$ cat src/rtl/man_demod_if.sv
// Manchester decoder bus: raw line and enable in, recovered bit strobes and frame flags out.
interface man_demod_if #(
  parameter int NBITS_W = 8
);
  logic               in_enable;
  logic               in_data;
  logic               out_data;
  logic               out_valid;
  logic               out_sof;
  logic               out_eof;
  logic               out_err;
  logic               out_busy;
  logic [NBITS_W-1:0] out_nbits;

  modport master (
    output in_enable, in_data,
    input  out_data, out_valid, out_sof, out_eof, out_err, out_busy, out_nbits
  );

  modport slave (
    input  in_enable, in_data,
    output out_data, out_valid, out_sof, out_eof, out_err, out_busy, out_nbits
  );
endinterface

$ cat src/rtl/man_demod.sv
// Manchester decoder (1 = high-then-low): strobes are registered, 3 clk after the line change.
// No backpressure: every strobe is a single unbuffered cycle the consumer must take.
module man_demod #(
  parameter int OSR     = 16,
  parameter int CNT_W   = 6,
  parameter int NBITS_W = 8
) (
  input  logic       clk,
  input  logic       in_reset,
  man_demod_if.slave bus
);
  localparam logic [CNT_W-1:0] WIN_LO  = CNT_W'(OSR / 4);
  localparam logic [CNT_W-1:0] WIN_MID = CNT_W'(3 * OSR / 4);
  localparam logic [CNT_W-1:0] WIN_HI  = CNT_W'(5 * OSR / 4);

  typedef enum logic [1:0] {HUNT, SOF, DATA} state_t;

  state_t             state;
  logic               sync1, sync2, sync3;
  logic [CNT_W-1:0]   cnt;
  logic               bnd_seen;
  logic               data_q, valid_q, sof_q, eof_q, err_q, busy_q;
  logic [NBITS_W-1:0] nbits_q;

  logic               line_edge, line_rise, line_fall;
  logic               mid_edge;
  logic [CNT_W-1:0]   cnt_next;
  logic [NBITS_W-1:0] nbits_next;

  assign line_edge  = sync2 ^ sync3;
  assign line_rise  = sync2 & ~sync3;
  assign line_fall  = ~sync2 & sync3;
  assign mid_edge   = line_edge && (cnt >= WIN_MID) && (cnt <= WIN_HI);
  assign cnt_next   = (cnt == '1) ? cnt : cnt + 1'b1;
  assign nbits_next = (nbits_q == '1) ? nbits_q : nbits_q + 1'b1;

  always_ff @(posedge clk) begin
    if (in_reset) begin
      state    <= HUNT;
      sync1    <= 1'b0;
      sync2    <= 1'b0;
      sync3    <= 1'b0;
      cnt      <= '0;
      bnd_seen <= 1'b0;
      data_q   <= 1'b0;
      valid_q  <= 1'b0;
      sof_q    <= 1'b0;
      eof_q    <= 1'b0;
      err_q    <= 1'b0;
      busy_q   <= 1'b0;
      nbits_q  <= '0;
    end else begin
      sync1   <= bus.in_data;
      sync2   <= sync1;
      sync3   <= sync2;
      valid_q <= 1'b0;
      sof_q   <= 1'b0;
      eof_q   <= 1'b0;
      err_q   <= 1'b0;

      if (!bus.in_enable) begin
        // Disable overrides any strobe condition in the same cycle.
        state    <= HUNT;
        cnt      <= '0;
        bnd_seen <= 1'b0;
        busy_q   <= 1'b0;
      end else begin
        case (state)
          HUNT: begin
            cnt      <= '0;
            bnd_seen <= 1'b0;
            if (line_rise) state <= SOF;
          end

          SOF: begin
            if (line_edge) begin
              cnt <= '0;
              if (line_fall && (cnt >= WIN_LO) && (cnt <= WIN_MID)) begin
                state    <= DATA;
                sof_q    <= 1'b1;
                busy_q   <= 1'b1;
                nbits_q  <= '0;
                bnd_seen <= 1'b0;
              end else begin
                state <= HUNT;
              end
            end else if (cnt >= WIN_MID) begin
              state <= HUNT;
              cnt   <= '0;
            end else begin
              cnt <= cnt_next;
            end
          end

          DATA: begin
            if (mid_edge) begin
              // Falling mid-bit edge encodes a '1'.
              data_q   <= line_fall;
              valid_q  <= 1'b1;
              nbits_q  <= nbits_next;
              cnt      <= '0;
              bnd_seen <= 1'b0;
            end else if (line_edge && (cnt < WIN_MID) && bnd_seen) begin
              err_q  <= 1'b1;
              busy_q <= 1'b0;
              state  <= HUNT;
              cnt    <= '0;
            end else if (cnt >= WIN_HI) begin
              // No mid-bit edge in time: a low line is a clean end, a high line is stuck.
              err_q  <= sync2;
              eof_q  <= ~sync2;
              busy_q <= 1'b0;
              state  <= HUNT;
              cnt    <= '0;
            end else begin
              cnt <= cnt_next;
              if (line_edge) bnd_seen <= 1'b1;
            end
          end

          default: begin
            state <= HUNT;
            cnt   <= '0;
          end
        endcase
      end
    end
  end

  assign bus.out_data  = data_q;
  assign bus.out_valid = valid_q;
  assign bus.out_sof   = sof_q;
  assign bus.out_eof   = eof_q;
  assign bus.out_err   = err_q;
  assign bus.out_busy  = busy_q;
  assign bus.out_nbits = nbits_q;
endmodule
$ cat src/flat_wrapper.sv
// flat-port wrapper written by rule: the top's interface ports become plain ports
module man_demod_flat 
#(
  parameter int OSR     = 16,
  parameter int CNT_W   = 6,
  parameter int NBITS_W = 8
)
  (clk, in_reset, bus_in_enable, bus_in_data, bus_out_data, bus_out_valid, bus_out_sof, bus_out_eof, bus_out_err, bus_out_busy, bus_out_nbits);
  man_demod_if #(.NBITS_W(NBITS_W)) bus_i ();
  input  logic clk;
  input  logic in_reset;
  input wire logic [$bits(bus_i.in_enable)-1:0] bus_in_enable;
  input wire logic [$bits(bus_i.in_data)-1:0] bus_in_data;
  output wire logic [$bits(bus_i.out_data)-1:0] bus_out_data;
  output wire logic [$bits(bus_i.out_valid)-1:0] bus_out_valid;
  output wire logic [$bits(bus_i.out_sof)-1:0] bus_out_sof;
  output wire logic [$bits(bus_i.out_eof)-1:0] bus_out_eof;
  output wire logic [$bits(bus_i.out_err)-1:0] bus_out_err;
  output wire logic [$bits(bus_i.out_busy)-1:0] bus_out_busy;
  output wire logic [$bits(bus_i.out_nbits)-1:0] bus_out_nbits;
  assign bus_i.in_enable = bus_in_enable;
  assign bus_i.in_data = bus_in_data;
  assign bus_out_data = bus_i.out_data;
  assign bus_out_valid = bus_i.out_valid;
  assign bus_out_sof = bus_i.out_sof;
  assign bus_out_eof = bus_i.out_eof;
  assign bus_out_err = bus_i.out_err;
  assign bus_out_busy = bus_i.out_busy;
  assign bus_out_nbits = bus_i.out_nbits;
  man_demod #(.OSR(OSR), .CNT_W(CNT_W), .NBITS_W(NBITS_W)) u_core (.clk(clk), .in_reset(in_reset), .bus(bus_i));
endmodule
$ cat config.mk
export PLATFORM = sky130hd
export DESIGN_NAME = man_demod_flat
export DESIGN_NICKNAME = d
export VERILOG_FILES = /design/src/rtl/man_demod_if.sv /design/src/rtl/man_demod.sv /design/src/flat_wrapper.sv
export SDC_FILE = /design/constraint.sdc
export NUM_CORES = 1
export LEC_CHECK = 0
export BUFFER_PORTS_ARGS = -buffer_cell sky130_fd_sc_hd__buf_4
export CELL_PAD_IN_SITES_DETAIL_PLACEMENT = 0
export CELL_PAD_IN_SITES_GLOBAL_PLACEMENT = 2
export CORE_UTILIZATION = 34
export DETAILED_ROUTE_END_ITERATION = 10
export PLACE_DENSITY_LB_ADDON = 0.25
export SETUP_SLACK_MARGIN = 0.15
export SKIP_LAST_GASP = 1
export SYNTH_ARGS = -nofsm -noshare
export SYNTH_HDL_FRONTEND = slang
export SYNTH_SLANG_ARGS = --single-unit
$ cat constraint.sdc
create_clock -name clk -period 2.7 [get_ports clk]
set_input_delay 0.27 -clock clk [delete_from_list [all_inputs] [get_ports clk]]
set_output_delay 0.27 -clock clk [all_outputs]
set_load 0.05 [all_outputs]
==> results of run 1 <==
-- cell families (layout without fill, tap and decap cells) --
group | count (synthesis) | after routing | share of synthesized area (%)
adders and majority gates | 9 | 9 | 8.18
and+or+nand+nor | 60 | 60 | 26.4
DFF | 26 | 26 | 37.8
xor gates and xnor gates | 3 | 3 | 1.91
muxes | 2 | 2 | 1.55
AOI/OAI and AO/OA | 40 | 40 | 17.7
buffers and inverters | 20 | 34 | 6.18
other | 1 | 1 | 0.272
-- flip-flops by register name, summed over array words and instances (netlist names) --
name and flops:
u_core.bus.out_busy 1, u_core.bus.out_data 1, u_core.bnd_seen 1, u_core.bus.out_nbits 8
u_core.sync2 1, u_core.cnt 6, u_core.bus.out_sof 1, u_core.bus.out_eof 1
u_core.sync3 1, u_core.state 2, u_core.bus.out_valid 1, u_core.sync1 1
u_core.bus.out_err 1
-- path summary, 6_finish.rpt --
path | endpoint | depth (start not counted) | slack (ps) | start
setup / recovery | u_core.bus.out_nbits[5] | 7 | 320 | u_core.sync3
hold / removal | u_core.sync1 | 2 | 210 | bus_in_data
setup reg to reg | u_core.bus.out_nbits[5] | 7 | 320 | u_core.sync3
hold reg to reg | u_core.sync2 | 1 | 450 | u_core.sync1
-- final cells by class --
type / count / area, um2 / share of cell area [%]
clock buffer: 4 / 55.1 / 3.45
inverter: 12 / 45.0 / 2.82
multi-input combinational: 115 / 782 / 48.9
sequential: 26 / 520 / 32.6
tap: 48 / 60.1 / 3.76
timing repair buffer: 18 / 135 / 8.46
-- routing by layer --
metal	routed length [um]	share of wire, %	global-route usage [%]	vias up
met5	0	0	0	-
met4	22	0.72	4.08	0
met3	99	3.3	4.17	2
met1	1520	50	21.5	531
li1	-	-	-	610
met2	1400	46	24.4	22
-- worst max-delay path, cell delays in order, from the launching register on --
cell and delay (ps):
dfxtp_1 340, inv_1 50, ha_1 370, nor4b_4 270
a31oi_1 170, or4_4 570, or4_1 410, a21oi_1 150
-- power by group through the flow --
| stage | combinational [uW] | sequential [uW] | clock (uW) |
|---|---|---|---|
| 5_1_grt | 37.6 | 390 | 284 |
| 3_5_place_dp | 32.4 | 398 | 0 |
| 6_report | 32.7 | 389 | 253 |
| 2_1_floorplan | 22.3 | 398 | 0 |
| 4_1_cts | 32.6 | 390 | 267 |
| 3_3_place_gp | 32.0 | 398 | 0 |
-- metrics by stage --
stage | utilization, % | power, uW | cells
floorplan | - | 420 | 161
global placement | 40.6 | 431 | 219
detailed placement | 40.6 | 431 | 219
CTS | 42.1 | 690 | 223
global route | 42.4 | 712 | 223
finish | 42.4 | 675 | 223
-- synthesized netlist by cell type (2+ instances only) --
library cell and n:
nor4b_1 2, or4_1 4, or3_1 5, a31oi_1 3, nand4_1 4, nor4_1 7
ha_1 9, nor2b_1 3, nand3_1 6, inv_1 12, xor2_1 2, clkbuf_1 4
o31ai_1 5, a21oi_1 17, or2_2 4, o21ai_0 6, buf_2 2, dfxtp_1 26
nand2_1 7, a31o_2 2, a21o_1 3, nor2_1 9, nand2b_1 4
-- placed cells by master (no fill, tap or decap), types with 4 or more instances in the layout --
| cell | synthesis | final |
|---|---|---|
| ha_1 | 9 | 9 |
| buf_4 | 0 | 18 |
| or3_1 | 5 | 4 |
| a21oi_1 | 17 | 17 |
| dfxtp_1 | 26 | 26 |
| or2_2 | 4 | 4 |
| nand4_1 | 4 | 4 |
| nand2_1 | 7 | 7 |
| nor2_1 | 9 | 9 |
| nand2b_1 | 4 | 4 |
| clkbuf_8 | 0 | 4 |
| nand3_1 | 6 | 6 |
| o21ai_0 | 6 | 6 |
| or4_1 | 4 | 4 |
| inv_1 | 12 | 12 |
| nor4_1 | 7 | 6 |
| o31ai_1 | 5 | 5 |
==> flow_summary_export.csv, run 1 <==
group,metric,value,unit
timing,finalHoldViolCount,0,
global_routing,antenna_found_initial,0,
synth,syn-cell-area,1380,um2
critical_path,worstPathRequired,2910,ps
cts,root_buffer,"clkbuf_8",
critical_path,path_max_fanout,6,
timing,tightestPinTransition,656,ps
die,die_x,65.6,um
place,placed_area,1530,um2
place,gp_congestion,0.789,
cts,cts_inserted_buffers,3,
timing,finalSetupViolCount,0,
global_routing,grt-ovfl-total,0,
timing,finalCritPeriodShare,88.3,%
timing,relSlewSlack,56.2,%
drt,drc,0,
synth,yosys_warnings,0,
synth,ys_ff_latch,26,
synth,async_flop_share,0,%
drt,drt_iter0_drc,67,
power_and_ir_drop,p_comb_share,4.8,%
synth,synth_cell_types,38,
timing,fin_skew,2.69,ps
die,die_y,65.6,um
die,initial_core_util,36.5,%
cts,cts-hold-fix-buffers,0,
critical_path,critical_path.startpoint_type,"register",
cts,cts_setup_buffers,0,
critical_path,crit_type,"reg -> reg",
synth,synth_edf_count,0,
global_routing,track_usage,15.8,%
timing,whs,207,ps
critical_path,worst_ep_arrival_time,2590,ps
synth,syn_avg_cell_area,8.55,um2
cts,cts.sinks,26,
critical_path,cp-end-kind,"register",
place,dp_slack,233,ps
cts,tritoncts,"built",
synth,synth_area_leaders,"dfxtp_1 38%, ha_1 8.2%, a21oi_1 6.2%",
cts,clk_path_buf_depth,2,
drt,via_count,1165,
global_routing,grt_start_max_net_pins,15,
power_and_ir_drop,powerDensity,422,nW/um2
cells_and_area,diodes,0,
cells_and_area,nets,189,
hold_path,hold_class,"in -> reg",
place,io_buffers,17,
cts,cts_resized,0,
power_and_ir_drop,p_sw,146,uW
timing,rsz0062_at_grt,"no",
place,dpl.hpwl,2.28,mm
drt,antenna_left,0,
die,coreArea,3770,um2
timing,setup_ws,316,ps
power_and_ir_drop,ir_drop,0.237,mV
power_and_ir_drop,switching_share,21.6,%
power_and_ir_drop,p_seq_share,57.7,%
drt,routed_wl,3.04,mm
timing,fmax,419,MHz
global_routing,grt_pass1_wl,5.09,mm
power_and_ir_drop,p_int,529,uW
synth,yosysSeqAreaShare,37.8,%
synth,synth_flop_cell,"dfxtp_1",
timing,setup_tns,0,ps
timing,min_period,2380,ps
cts,insertion_delay,270,ps
cts,clk_pin_slew,90,ps
synth,synth_top_area_cell,"dfxtp_1",
drt,wl_per_cell,13.6,um
cts,cts_htree_levels,1,
die,die_area,4310,um2
cells_and_area,area_growth,16.1,%
die,num_rows,22,
drt,drt_pass1_iterations,4,
status,outcome,"complete, no violations",
cells_and_area,n_fill_cell,374,
power_and_ir_drop,clockPowerShare,37.4,%
power_and_ir_drop,p_leak,0.000568,uW
synth,yosysTopAreaCellShare,37.8,%
timing,report.final.slew_viol_count,0,
synth,syn_inst,161,
cells_and_area,final_cell_area,1600,um2
drt,viasPerCell,5.22,
flow_run,maxCapViolCount,0,
global_routing,grt_pass1_vias,1090,
cells_and_area,drive_gt1_share,20.0,%
synth,syn_nets,174,
die,pin_count,18,
Power figures use the tool's default switching activity.
==> run 2: changes to the inputs <==
--- a/config.mk
+++ b/config.mk
@@ -8,8 +8,10 @@
 export BUFFER_PORTS_ARGS = -buffer_cell sky130_fd_sc_hd__buf_4
 export CELL_PAD_IN_SITES_DETAIL_PLACEMENT = 0
 export CELL_PAD_IN_SITES_GLOBAL_PLACEMENT = 2
+export CORE_MARGIN = 2
 export CORE_UTILIZATION = 34
 export DETAILED_ROUTE_END_ITERATION = 10
+export GPL_ROUTABILITY_DRIVEN = 0
 export PLACE_DENSITY_LB_ADDON = 0.25
 export SETUP_SLACK_MARGIN = 0.15
 export SKIP_LAST_GASP = 1
==> flow_summary_export.csv, run 2 (synthesis results as in run 1) <==
group,metric,value,unit
global_routing,grt_pass1_vias,1076,
critical_path,crit_type,"reg -> reg",
global_routing,track_usage,14.5,%
global_routing,grt_start_max_net_pins,14,
drt,viasPerCell,5.35,
global_routing,grt_pass1_wl,5.04,mm
critical_path,path_max_fanout,6,
timing,finalHoldViolCount,0,
flow_run,maxCapViolCount,0,
timing,setup_tns,0,ps
timing,tightestPinTransition,643,ps
timing,min_period,2420,ps
critical_path,cp-end-kind,"register",
global_routing,grt-ovfl-total,0,
critical_path,reg2reg_slack,280,ps
timing,relSlewSlack,57.1,%
power_and_ir_drop,switching_share,22.9,%
timing,fin_skew,3.69,ps
hold_path,min_from,"bus_in_data",
die,initial_core_util,34.9,%
die,coreArea,3940,um2
cts,cts.sinks,26,
cts,insertion_delay,270,ps
drt,drc,0,
timing,finalCritPeriodShare,89.8,%
drt,drt_pass1_iterations,5,
critical_path,worstReg2RegEnd,"u_core.bus.out_nbits[7]",
cts,tritoncts,"built",
cells_and_area,largest_register_ffs,8,
die,die_x,67.6,um
die,die_area,4570,um2
drt,antenna_left,0,
global_routing,antenna_found_initial,0,
timing,report.final.slew_viol_count,0,
hold_path,hold_class,"in -> reg",
power_and_ir_drop,p_seq_share,60.3,%
drt,routed_wl,3.08,mm
power_and_ir_drop,clockPowerShare,34.7,%
cells_and_area,nets,189,
cts,clk_pin_slew,90,ps
status,outcome,"complete, no violations",
power_and_ir_drop,p_sw,148,uW
cts,cts_setup_buffers,0,
timing,fmax,412,MHz
cells_and_area,diodes,0,
power_and_ir_drop,p_leak,0.000561,uW
critical_path,reg2reg_depth,7,
critical_path,crit_start,"u_core.sync3",
die,num_rows,23,
cells_and_area,layout_common_cells,"26 x dfxtp_1, 18 x buf_4, 17 x a21oi_1, 12 x inv_1",
drt,drt_iter0_drc,54,
power_and_ir_drop,powerDensity,409,nW/um2
cts,cts-hold-fix-buffers,0,
place,dpl.hpwl,2.23,mm
die,die_y,67.6,um
drt,wl_per_cell,13.8,um
power_and_ir_drop,p_int,499,uW
cts,cts_htree_levels,1,
power_and_ir_drop,finalPower,647,uW
cells_and_area,fin_util,40.1,%
timing,finalSetupViolCount,0,
power_and_ir_drop,ir_drop,0.194,mV
cts,root_buffer,"clkbuf_8",
critical_path,worstPathRequired,2910,ps
cells_and_area,drive_gt1_share,19.0,%
drt,via_count,1199,
cts,cts_inserted_buffers,3,
critical_path,reg2reg_from,"u_core.sync3",
critical_path,critical_path.startpoint_type,"register",
hold_path,hold-path-endpoint,"u_core.sync1",
cts,clk_path_buf_depth,2,
cells_and_area,area_growth,14.8,%
cells_and_area,mostFrequentLayoutCell,"dfxtp_1",
timing,rsz0062_at_grt,"no",
hold_path,whs_path_depth,2,
critical_path,worst_ep_arrival_time,2630,ps
power_and_ir_drop,p_comb_share,5.1,%
place,io_buffers,17,
die,pin_count,18,
run 2: changes by cell type in the layout (fill, tap and decap cells not counted), sizes merged:
cell | before | now
clkbuf | 4 | 3
run 2: layout make-up:
cell class	count	area [um2]
clock buffers	3	41.3
fillers	404	2360
inverters	12	45.0
multi-input cells	115	776
flip-flops and latches	26	520
well taps	50	62.6
repair buffers	18	135
run 2: power by group through the flow:
stage / logic, uW / registers [uW] / clock network [uW]
after CTS: 32.2 / 390 / 229
final: 32.8 / 390 / 224
after floorplan: 22.3 / 398 / 0
after detailed placement: 32.2 / 399 / 0
after global routing: 36.1 / 390 / 248
after global placement: 32.3 / 398 / 0
run 2: repair_timing:
action                                  in CTS  in global routing
resized for setup                            0                  1
endpoints found under the setup margin       0                  5
hold endpoints to repair                     0                  0
run 2: worst max-delay path, cell delays in order (launching register included):
cell     delay (ps)
dfxtp_1         340
inv_1            50
ha_1            380
nor4b_4         290
a31oi_1         180
or4_4           570
or4_1           410
a21oi_1         150
run 2: per-stage QoR:
step	instances	cell area (um2)	setup slack, ps	hold WS (ps)
floorplan	161	1380	402	342
global placement	221	1530	287	426
detailed placement	221	1530	236	435
CTS	224	1580	224	202
global route	224	1580	156	199
finish	224	1580	276	204
run 2: worst max path at each step:
stage	to	slack [ps]	cells past startpoint
global placement	u_core.bus.out_nbits[6]	290	7
global route	u_core.bus.out_nbits[7]	160	7
detailed placement	u_core.bus.out_nbits[6]	240	7
finish	u_core.bus.out_nbits[7]	280	7
CTS	u_core.bus.out_nbits[4]	220	7
floorplan	u_core.bus.out_nbits[4]	400	8
run 2: routing by layer:
metal	up-vias	wire, um	GRT usage (%)
li1	606	-	-
met1	548	1540	21.0
met2	40	1310	21.1
met3	5	189	2.67
met4	0	44	5.36
met5	-	0	0
==> run 3: changes to the inputs <==
--- a/config.mk
+++ b/config.mk
@@ -12,7 +12,8 @@
 export CORE_UTILIZATION = 34
 export DETAILED_ROUTE_END_ITERATION = 10
 export GPL_ROUTABILITY_DRIVEN = 0
-export PLACE_DENSITY_LB_ADDON = 0.25
+export HOLD_SLACK_MARGIN = 0.05
+export PLACE_DENSITY_LB_ADDON = 0.1
 export SETUP_SLACK_MARGIN = 0.15
 export SKIP_LAST_GASP = 1
 export SYNTH_ARGS = -nofsm -noshare
==> flow_summary_export.csv, run 3 (synthesis results as in run 1) <==
group,metric,value,unit
status,outcome,"complete, no violations",
global_routing,met3_usage,2.33,%
cts,tritoncts,"built",
cells_and_area,largest_register_ffs,8,
global_routing,grt_pass1_vias,1077,
die,initial_core_util,34.9,%
drt,viasPerCell,5.28,
cells_and_area,area_growth,16.5,%
global_routing,antenna_found_initial,0,
critical_path,cp-end-kind,"register",
global_routing,grt_pass1_wl,5.04,mm
cells_and_area,diodes,0,
critical_path,max_stage_delay,560,ps
die,num_rows,23,
cts,cts_inserted_buffers,3,
drt,wl_per_cell,13.5,um
drt,antenna_left,0,
timing,finalCritPeriodShare,89.1,%
global_routing,grtUsageMet1,19.8,%
place,dpl.hpwl,2.26,mm
timing,finalHoldViolCount,0,
timing,fin_skew,3.27,ps
timing,setup_tns,0,ps
global_routing,grt_busiest_layer,"met2",
die,die_area,4570,um2
timing,min_period,2400,ps
timing,rsz0062_at_grt,"no",
drt,drt_iter0_drc,44,
critical_path,worstPathRequired,2910,ps
drt,routed_wl,3.05,mm
cts,cts-hold-fix-buffers,0,
global_routing,grt_use_met2,23.8,%
global_routing,track_usage,14.6,%
cells_and_area,nets,189,
place,dp_slack,237,ps
cts,root_buffer,"clkbuf_8",
power_and_ir_drop,powerDensity,427,nW/um2
global_routing,grt_start_max_net_pins,16,
die,die_x,67.6,um
power_and_ir_drop,p_leak,0.000569,uW
timing,tightestPinTransition,565,ps
critical_path,critical_path.startpoint_type,"register",
critical_path,reg2reg_depth,7,
place,io_buffers,17,
timing,setup_ws,295,ps
timing,report.final.slew_viol_count,0,
drt,drt_pass1_iterations,4,
hold_path,whs_path_depth,2,
hold_path,hold-path-endpoint,"u_core.sync1",
critical_path,timing.critical_path.slowest_stage_cell,"or4_4",
cells_and_area,layout_common_cells,"26 x dfxtp_1, 18 x buf_4, 17 x a21oi_1, 12 x inv_1",
cells_and_area,mostFrequentLayoutCell,"dfxtp_1",
critical_path,path_max_fanout,6,
cells_and_area,drive_gt1_share,20.6,%
cts,insertion_delay,270,ps
die,coreArea,3940,um2
cts,cts.sinks,26,
drt,via_count,1187,
critical_path,worstReg2RegEnd,"u_core.bus.out_nbits[5]",
timing,fmax,416,MHz
critical_path,crit_type,"reg -> reg",
cts,clk_path_buf_depth,2,
timing,relSlewSlack,61.8,%
die,die_y,67.6,um
critical_path,critical_path.cell_chain,"inv_1 -> ha_1 -> nor4b_4 -> a31oi_2 -> or4_4 -> or4_1 -> a21oi_1",
drt,drc,0,
critical_path,reg2reg_slack,300,ps
power_and_ir_drop,ir_drop,0.143,mV
cts,cts_htree_levels,1,
global_routing,grt-ovfl-total,0,
cts,clk_pin_slew,100,ps
hold_path,min_from,"bus_in_data",
flow_run,maxCapViolCount,0,
timing,finalSetupViolCount,0,
critical_path,reg2reg_from,"u_core.sync3",
critical_path,worst_ep_arrival_time,2620,ps
hold_path,hold_class,"in -> reg",
die,pin_count,18,
==> run 3: changes by cell type in the layout (fill, tap and decap cells not counted), sizes merged <==
cell    change
clkbuf      +1
==> run 3: worst max path at each step <==
stage,startpoint,endpoint,slack (ps),cells past startpoint
3_5_place_dp,u_core.sync3,u_core.bus.out_nbits[6],240,7
6_report,u_core.sync3,u_core.bus.out_nbits[5],300,7
5_1_grt,u_core.sync3,u_core.bus.out_nbits[5],150,7
3_3_place_gp,u_core.sync3,u_core.bus.out_nbits[6],280,7
2_1_floorplan,u_core.sync3,u_core.bus.out_nbits[4],400,8
4_1_cts,u_core.sync3,u_core.bus.out_nbits[6],230,7
==> run 3: worst max-delay path: cells and delay by family, from the launching register on <==
kind / cells / cell delay (ps)
adders and majority gates: 1 / 370
DFF: 1 / 340
AOI/OAI and AO/OA: 2 / 300
buffers and inverters: 1 / 50
and+or+nand+nor: 3 / 1270
==> run 3: per-stage QoR <==
| step | cell area [um2] | power, uW | cells | util (%) | hold WS (ps) |
|---|---|---|---|---|---|
| finish | 1600 | 684 | 225 | 40.7 | 201 |
| global route | 1600 | 708 | 225 | 40.7 | 233 |
| CTS | 1580 | 688 | 224 | 40.1 | 207 |
| detailed placement | 1530 | 431 | 220 | 38.7 | 446 |
| global placement | 1530 | 430 | 220 | 38.7 | 426 |
| floorplan | 1380 | 420 | 161 | - | 342 |
==> run 3: where the power goes <==
part / switching, uW / total [uW] / internal (uW)
clock: 131 / 262 / 131
sequential: 3.35 / 390 / 386
combinational: 20.2 / 32.8 / 12.6
==> run 3: what timing repair did <==
action | in CTS | in global routing
endpoints found under the setup margin | 0 | 9
buffers inserted | 0 | 1
resized for setup | 0 | 3
==> run 3: layout make-up <==
type | instances | area [um2]
Timing Repair Buffer | 18 | 135
Tap cell | 50 | 62.6
Sequential cell | 26 | 520
Inverter | 12 | 45.0
Fill cell | 408 | 2340
Multi-Input combinational cell | 115 | 786
Clock buffer | 4 | 55.1
==> run 3: layer usage <==
| metal | vias up | routed length (um) |
|---|---|---|
| li1 | 603 | - |
| met1 | 562 | 1530 |
| met2 | 18 | 1370 |
| met3 | 4 | 106 |
| met4 | 0 | 42 |
| met5 | - | 0 |
